`config.mk`:
```
export PLATFORM = sky130hd
export DESIGN_NAME = dmem_access_unit
export DESIGN_NICKNAME = d
export VERILOG_FILES = /design/src/rtl/rv32i_types.sv /design/src/rtl/load_extend.sv /design/src/rtl/dmem_access_unit.sv
export SDC_FILE = /design/constraint.sdc
export NUM_CORES = 1
export LEC_CHECK = 0
export ABC_AREA = 1
export BUFFER_PORTS_ARGS = -buffer_cell sky130_fd_sc_hd__buf_2
export CAP_MARGIN = 5
export CELL_PAD_IN_SITES_DETAIL_PLACEMENT = 1
export CELL_PAD_IN_SITES_GLOBAL_PLACEMENT = 2
export CORE_ASPECT_RATIO = 0.8
export CORE_UTILIZATION = 30
export DETAILED_ROUTE_END_ITERATION = 16
export PLACE_DENSITY = 0.93
export SKIP_LAST_GASP = 1
export SLEW_MARGIN = 10
export SYNTH_ARGS = -nofsm -noshare
export SYNTH_HDL_FRONTEND = slang
export SYNTH_SLANG_ARGS = --single-unit
```
`constraint.sdc`:
```
create_clock -name clk -period 7.5 [get_ports clk]
set_clock_uncertainty 0.05 [all_clocks]
set_input_delay 0.75 -clock clk [delete_from_list [all_inputs] [get_ports clk]]
set_output_delay 0.75 -clock clk [all_outputs]
set_load 0.02 [all_outputs]
```
`src/rtl/rv32i_types.sv`:
```
// Shared RV32I types for the data-memory path.
//   dmem_state_t : access sequencer state (IDLE, BUSY, DONE)
//   F3_*         : load funct3 encodings used by load extraction
package rv32i_types;

  typedef enum logic [1:0] {
    IDLE = 2'd0,
    BUSY = 2'd1,
    DONE = 2'd2
  } dmem_state_t;

  localparam logic [2:0] F3_LB  = 3'b000;
  localparam logic [2:0] F3_LH  = 3'b001;
  localparam logic [2:0] F3_LW  = 3'b010;
  localparam logic [2:0] F3_LBU = 3'b100;
  localparam logic [2:0] F3_LHU = 3'b101;

endpackage

```
`src/rtl/load_extend.sv`:
```
// Combinational load-data extraction and sign/zero extension.
// Ports:
//   word   in  32  raw aligned word from memory
//   offset in  2   byte offset of the effective address
//   funct3 in  3   load type
//   data   out 32  extended load result
module load_extend
  import rv32i_types::*;
(
  input  logic [31:0] word,
  input  logic [1:0]  offset,
  input  logic [2:0]  funct3,
  output logic [31:0] data
);

  logic [7:0]  byte_sel;
  logic [15:0] half_sel;

  always_comb begin
    byte_sel = word[7:0];
    case (offset)
      2'd0: byte_sel = word[7:0];
      2'd1: byte_sel = word[15:8];
      2'd2: byte_sel = word[23:16];
      2'd3: byte_sel = word[31:24];
      default: byte_sel = word[7:0];
    endcase
    // Halfwords are naturally aligned, so only offset[1] picks the half.
    half_sel = offset[1] ? word[31:16] : word[15:0];

    data = word;
    case (funct3)
      F3_LB:   data = {{24{byte_sel[7]}}, byte_sel};
      F3_LBU:  data = {24'd0, byte_sel};
      F3_LH:   data = {{16{half_sel[15]}}, half_sel};
      F3_LHU:  data = {16'd0, half_sel};
      F3_LW:   data = word;
      default: data = word;
    endcase
  end

endmodule

```
`src/rtl/dmem_access_unit.sv`:
```
// Data-memory access unit: runs the request/response handshake with the
// data cache, stalls the MEM stage until the cache answers, holds the
// completed access until the pipeline advances, and extends load data.
// Ports:
//   clk, rst                      clock, async active-high reset
//   req_read/req_write            access request from MEM stage
//   req_addr/offset/mbe/wdata     aligned address, byte offset, mask, data
//   load_funct3                   load type
//   advance                       pipeline registers load at this edge
//   dmem_rdata/dmem_resp          cache response
//   dmem_read/write/addr/mbe/wdata registered cache request
//   stall_out                     MEM-stage stall request
//   load_data/load_valid          extended load result
//   timeout_err                   sticky "cache never answered" flag
module dmem_access_unit
  import rv32i_types::*;
#(
  parameter int TIMEOUT_CYCLES = 1024,
  parameter int CNT_W          = 11
) (
  input  logic        clk,
  input  logic        rst,
  input  logic        req_read,
  input  logic        req_write,
  input  logic [31:0] req_addr,
  input  logic [1:0]  req_offset,
  input  logic [3:0]  req_mbe,
  input  logic [31:0] req_wdata,
  input  logic [2:0]  load_funct3,
  input  logic        advance,
  input  logic [31:0] dmem_rdata,
  input  logic        dmem_resp,
  output logic        dmem_read,
  output logic        dmem_write,
  output logic [31:0] dmem_addr,
  output logic [3:0]  dmem_mbe,
  output logic [31:0] dmem_wdata,
  output logic        stall_out,
  output logic [31:0] load_data,
  output logic        load_valid,
  output logic        timeout_err
);

  localparam logic [CNT_W-1:0] CNT_LAST = CNT_W'(TIMEOUT_CYCLES - 1);
  localparam logic [CNT_W-1:0] CNT_MAX  = CNT_W'(TIMEOUT_CYCLES);

  dmem_state_t      state, state_next;
  logic [1:0]       lat_offset;
  logic [2:0]       lat_funct3;
  logic             lat_load;
  logic [CNT_W-1:0] cnt;
  logic [31:0]      ext_data;

  load_extend u_load_extend (
    .word   (dmem_rdata),
    .offset (lat_offset),
    .funct3 (lat_funct3),
    .data   (ext_data)
  );

  always_comb begin
    state_next = state;
    stall_out  = 1'b0;
    case (state)
      IDLE: begin
        if (req_read || req_write) begin
          state_next = BUSY;
          stall_out  = 1'b1;
        end
      end
      BUSY: begin
        stall_out = ~dmem_resp;
        if (dmem_resp) state_next = advance ? IDLE : DONE;
      end
      DONE: begin
        if (advance) state_next = IDLE;
      end
      default: state_next = IDLE;
    endcase
  end

  always_ff @(posedge clk or posedge rst) begin
    if (rst) begin
      state       <= IDLE;
      dmem_read   <= 1'b0;
      dmem_write  <= 1'b0;
      dmem_addr   <= 32'd0;
      dmem_mbe    <= 4'd0;
      dmem_wdata  <= 32'd0;
      lat_offset  <= 2'd0;
      lat_funct3  <= 3'd0;
      lat_load    <= 1'b0;
      cnt         <= '0;
      load_data   <= 32'd0;
      load_valid  <= 1'b0;
      timeout_err <= 1'b0;
    end else begin
      state <= state_next;
      case (state)
        IDLE: begin
          load_valid <= 1'b0;
          if (req_read || req_write) begin
            // A simultaneous read and write is treated as a write only.
            dmem_read  <= req_read & ~req_write;
            dmem_write <= req_write;
            dmem_addr  <= req_addr;
            dmem_mbe   <= req_mbe;
            dmem_wdata <= req_wdata;
            lat_offset <= req_offset;
            lat_funct3 <= load_funct3;
            lat_load   <= ~req_write;
          end
        end
        BUSY: begin
          if (dmem_resp) begin
            dmem_read  <= 1'b0;
            dmem_write <= 1'b0;
            dmem_addr  <= 32'd0;
            dmem_mbe   <= 4'd0;
            dmem_wdata <= 32'd0;
            load_valid <= lat_load;
            if (lat_load) load_data <= ext_data;
            cnt        <= '0;
          end else begin
            // Saturate so a very long wait cannot wrap the counter.
            if (cnt != CNT_MAX) cnt <= cnt + 1'b1;
            if (cnt == CNT_LAST) timeout_err <= 1'b1;
          end
        end
        default: ;
      endcase
    end
  end

endmodule

```
Word level (Yosys, flattened, before mapping)
Cells that the tools add are included.
Operators by class
  add/subtract/negate cells: 1
  equal/unequal tests: 13
  multiplexer cells: 27
  bitwise logic cells: 3
  reductions and logical operators: 13
Operator list (number)
  32-bit case mux with 2 select lines: 2
  32-bit case mux with 4 select lines: 1
  32-bit two-way mux: 3
  8-bit case mux with 4 select lines: 1
  11-bit two-way mux: 2
  16-bit two-way mux: 1
  3-bit AND reduction: 4
  11-bit by 1-bit adder with 11-bit output, second input constant: 1
  11-bit by 10-bit == test with 1-bit output, second input constant: 1
  11-bit inequality test, second input constant: 1
  2-bit two-way mux: 4
  4-bit two-way mux: 2
  1-bit case mux with 2 select lines: 4
  4-bit case mux with 2 select lines: 1
  2-bit == test, second input constant: 3
  3-bit == test, second input constant: 2
  2-bit inequality test, second input constant: 3
  2-bit case mux with 3 select lines: 1
  2-bit AND reduction: 3
  1-bit two-way mux: 5
  2-bit by 1-bit == test with 1-bit output, second input constant: 2
  2-bit logical NOT: 2
  2-bit nonzero test: 2
  3-bit by 1-bit == test with 1-bit output, second input constant: 1
  other kinds (4): 5
Storage, ports and cells
  flip-flop bits (word level): 123
  input port bits: 111
  word-level logic and storage cells: 70

Longest topological paths before layout
  depth in word-level cells: 4
  gate-level depth with buffers: 11
  depth with buffers taken out: 9

Cells and area by module
A second synthesis with hierarchy kept.
Unflattened totals
  cells, all modules: 752
  area total of the unflattened synthesis: 6252.2 sq um
Modules (own cells, without submodules)
  dmem_access_unit: times used 1, cells each 582, area an instance 5328.9 sq um, seq. area each 3078.0 sq um
  load_extend: times used 1, cells each 170, area an instance 923.4 sq um, seq. area each 0.0 sq um

Least setup slack after synthesis
No wires, ideal clock.
  path type: input -> output
  start: in req_write
  end: out stall_out
  arrival: 1.489 ns
  data required time: 6.700 ns
  path slack: 5.211 ns
  stages on the path: 4
  cells stage by stage: o21ai_4 buf_6 buf_6 o21ai_0
Between the ends
  cells in the longest elaborated chain, start to end: 3
RTL lines
  start, declared: line dmem_access_unit.sv:24  | input logic req_write,
  1-bit logical OR: line dmem_access_unit.sv:66  | if (req_read || req_write) begin
  1-bit two-way mux: line dmem_access_unit.sv:66
  1-bit case mux with 2 select lines: line dmem_access_unit.sv:64  | case (state)
  end, declared: line dmem_access_unit.sv:38  | output logic stall_out,
No other way between the ends.

Worst setup path after layout
Ends and elaborated chain as after synthesis.

==> results.md <==
Placement:
- Buffers placed on the I/O ports in this run total 215.
- Routability-driven placement finished with a final weighted congestion of 0.770.
- After detailed placement, the design holds a cell count of 1,172.
- The HPWL after detailed placement is 13,500 um.
- Prior to clock tree synthesis, the placed netlist has a worst setup slack of 4.40 ns.

Synthesis:
- The mean area per synthesized cell is 8.38 um^2.
- Synthesis instantiated 35 different standard cells from the library.
- The total standard cell area after synthesis is 0.00614 mm^2.
- Sequential elements use 50.2% of the synthesized area.
- The total of warnings raised by yosys is 0.
- The register bit count reported by yosys is 123.
- The number of nets in the synthesized netlist is 845.
- Synthesis produced 732 cells.

Pwr:
- The highest ir drop seen on vdd is 0.000159 V.
- The power per unit of standard cell area is 433 mW/mm^2.
- The post-route total power is 3.38 mW.
- The analysis attributes to cell leakage a power of 4.22 nW.

Detailed routing:
- The count of TritonRoute iterations in the first routing pass is 4.
- For this block, the initial DRC count from the detailed router was 280.
- Across all layers, the routed design uses 5,622 vias.
- Summed over all layers, the routed wires come to 18,900 um.
- In this run the remaining antenna-violating nets after routing total 0.
- The DRC violation count after routing is 0.
- Using the TritonRoute via totals, the vias-per-cell ratio works out to 4.66.
- In the final routed layout, each cell accounts on average for 15.7 um.

Die:
- The vertical die dimension is 130 um.
- The area of the placeable core is 0.0199 mm^2.
- The die footprint is 0.0210 mm^2.
- The horizontal die dimension is 162 um.
- The initial core utilization is 30.8%.
- The row count is 46.
- The number of ports placed on the die boundary is 216.

CTS:
- The H-tree level count is 4.
- Clock tree synthesis found a total of 123 sinks.
- The buffer type at the clock tree root is sky130_fd_sc_hd__clkbuf_16.
- The later-pin clock latency in the skew report is 0.42 ns.
- In this run the post-CTS setup repair buffer count came out at 0.
- In this run, CTS created clock tree buffers numbering 17.
- After clock tree synthesis, the clock-pin slew on the worst setup and hold paths is 0.06 ns.
- The count of instances resized after the clock tree is built is 0.
- After clock tree synthesis, the flow added hold-fix buffers numbering 0.
- The number of buffers on the longest clock path is 2.
- The CTS tree is yes.

Finish:
- The final layout contains 1,040 nets.
- In the final layout, the share of cells above drive strength 1 is 31.2%.
- The area growth from synthesis to layout is 27.4%.
- Fill cells in the final layout number 2,517.
- The end-of-flow core utilization is 39.3%.
- Leaving out filler cells and counting taps, the final layout contains 1,206.

Timing:
- The final count of pins violating max slew was 0.
- The setup TNS is 0 ns.
- Setup slack on the critical path of the routed design comes to 4.50 ns.
- The highest achievable clock rate is 0.333 GHz.
- The number of hold violations in the final report is 0.
- The worst max-slew margin expressed relative to the limit is 23.3%.
- Of the available clock period, the critical path in the final layout requires 40.0%.
- Setup repair after global routing left no endpoint under its margin.
- The final critical delay including setup and external delays is 3.00 ns.
- The final-report setup violation count is 0.
- At the pin with the least slew margin, the transition time is 1.15 ns.

Job:
- The number of max-cap violations is 0.

GRT:
- The global-route congestion overflow total is 0.
- The via count of the first global-routing pass is 5,798.
- In the global route stage, overall resource usage came out at 18.4%.
- The pin count of the biggest net entering global routing is 105.
- The first global-routing pass estimated 30,200 um of wire.
- The number of antenna violations at the first check in global routing is 3.

Worst setup path:
- The startpoint of the most critical register-to-register path is state[0].
- At the worst endpoint, the required time is 6.70 ns.
- The worst setup path is launched from a primary input.
- The setup check on the worst reg-to-reg path leaves a slack of 5.25 ns.
- STA classifies the critical path endpoint as a primary output.
- The maximum fanout along the worst path is 50.
- Tracing the worst setup path back leads to its startpoint at req_write.
- STA puts the critical path data arrival time at 2.20 ns.
- The category of the critical setup timing path is primary input to primary output.

Outcome:
- The run finished with clean final reports.

Min path:
- The path category of the worst min-delay check is primary input to asynchronous set/reset pin.
-- metal layers --
layer | GRT usage (%) | share of wire (%) | routed length (um) | vias to the layer above
met5 | 0 | 0.069 | 13 | -
met4 | 4.61 | 0.82 | 155 | 2
met3 | 7.28 | 7.6 | 1440 | 11
met2 | 28.5 | 46 | 8670 | 168
met1 | 24.1 | 46 | 8650 | 2705
li1 | - | - | - | 2736
-- final timing paths --
path | cells past startpoint | end
worst max-delay path | 4 | stall_out
worst min-delay path | 2 | dmem_addr[10]
worst max register to register | 5 | dmem_addr[30]
worst min register to register | 1 | timeout_err
max in group asynchronous | 3 | state[0]
min in group clk | 1 | timeout_err
-- sequential cells by signal, summed over array words and instances (netlist names) --
register / flops
dmem_addr: 32
dmem_wdata: 32
load_data: 32
cnt: 11
dmem_mbe: 4
lat_funct3: 3
lat_offset: 2
state: 2
dmem_read: 1
dmem_write: 1
lat_load: 1
load_valid: 1
timeout_err: 1
-- stage by stage --
step	hold slack, ns	area, um^2
after floorplan	0.463	6140
after global placement	0.394	7270
after detailed placement	0.402	7270
after CTS	0.400	7810
after global routing	0.414	7820
final	0.413	7820
-- cells by family after synthesis --
logic type / share of synthesized area [%]
simple gates: 24.6
buf+inv: 12.3
compound gates: 12.3
flops: 50.2
xor+xnor: 0.285
fa+ha+maj: 0.408
-- synthesized netlist by cell type, drive strengths merged --
master	count	area, um^2
o211ai	2	15.0
dfrtp	123	3080
o21bai	1	7.51
xor2	2	17.5
inv	117	447
nor2	27	135
ha	2	25.0
nor3	2	21.3
or2	30	188
o21ai	91	467
nand3	118	601
buf	31	260
a21o	2	15.0
clkbuf	12	45.0
nand4	6	37.5
nand2	123	529
a21oi	43	249
-- worst max-delay path, stage by stage --
cell and delay (ns):
sky130_fd_sc_hd__buf_2 0.13, sky130_fd_sc_hd__o21ai_4 0.89, sky130_fd_sc_hd__o21ai_0 0.19, sky130_fd_sc_hd__buf_2 0.22
-- power breakdown --
group	internal (mW)	switching [mW]
logic	0.467	1.02
clock network	0.430	0.334
registers	0.949	0.186
-- cell type report --
cell class                      instances  area (um^2)  share of cell area (%)
Clock inverter                         13          109                    1.39
Clock buffer                           19          433                    5.54
Sequential cell                       123         3080                    39.4
Inverter                              117          449                    5.75
Tap cell                              264          330                    4.23
Timing Repair Buffer                  219         1110                    14.1
Multi-Input combinational cell        449         2310                    29.5
Antenna cell                            2         5.00                  0.0640
-- layout by cell type (no fill, tap or decap), types with 18 or more instances in the layout --
master / n
sky130_fd_sc_hd__nand2_1: 112
sky130_fd_sc_hd__buf_2: 215
sky130_fd_sc_hd__o21ai_0: 72
sky130_fd_sc_hd__inv_1: 106
sky130_fd_sc_hd__nand3_1: 116
sky130_fd_sc_hd__nor2_1: 21
sky130_fd_sc_hd__or2_1: 20
sky130_fd_sc_hd__o21ai_1: 18
sky130_fd_sc_hd__a21oi_1: 36
sky130_fd_sc_hd__dfrtp_1: 123
(Power assumes the default switching activity.)
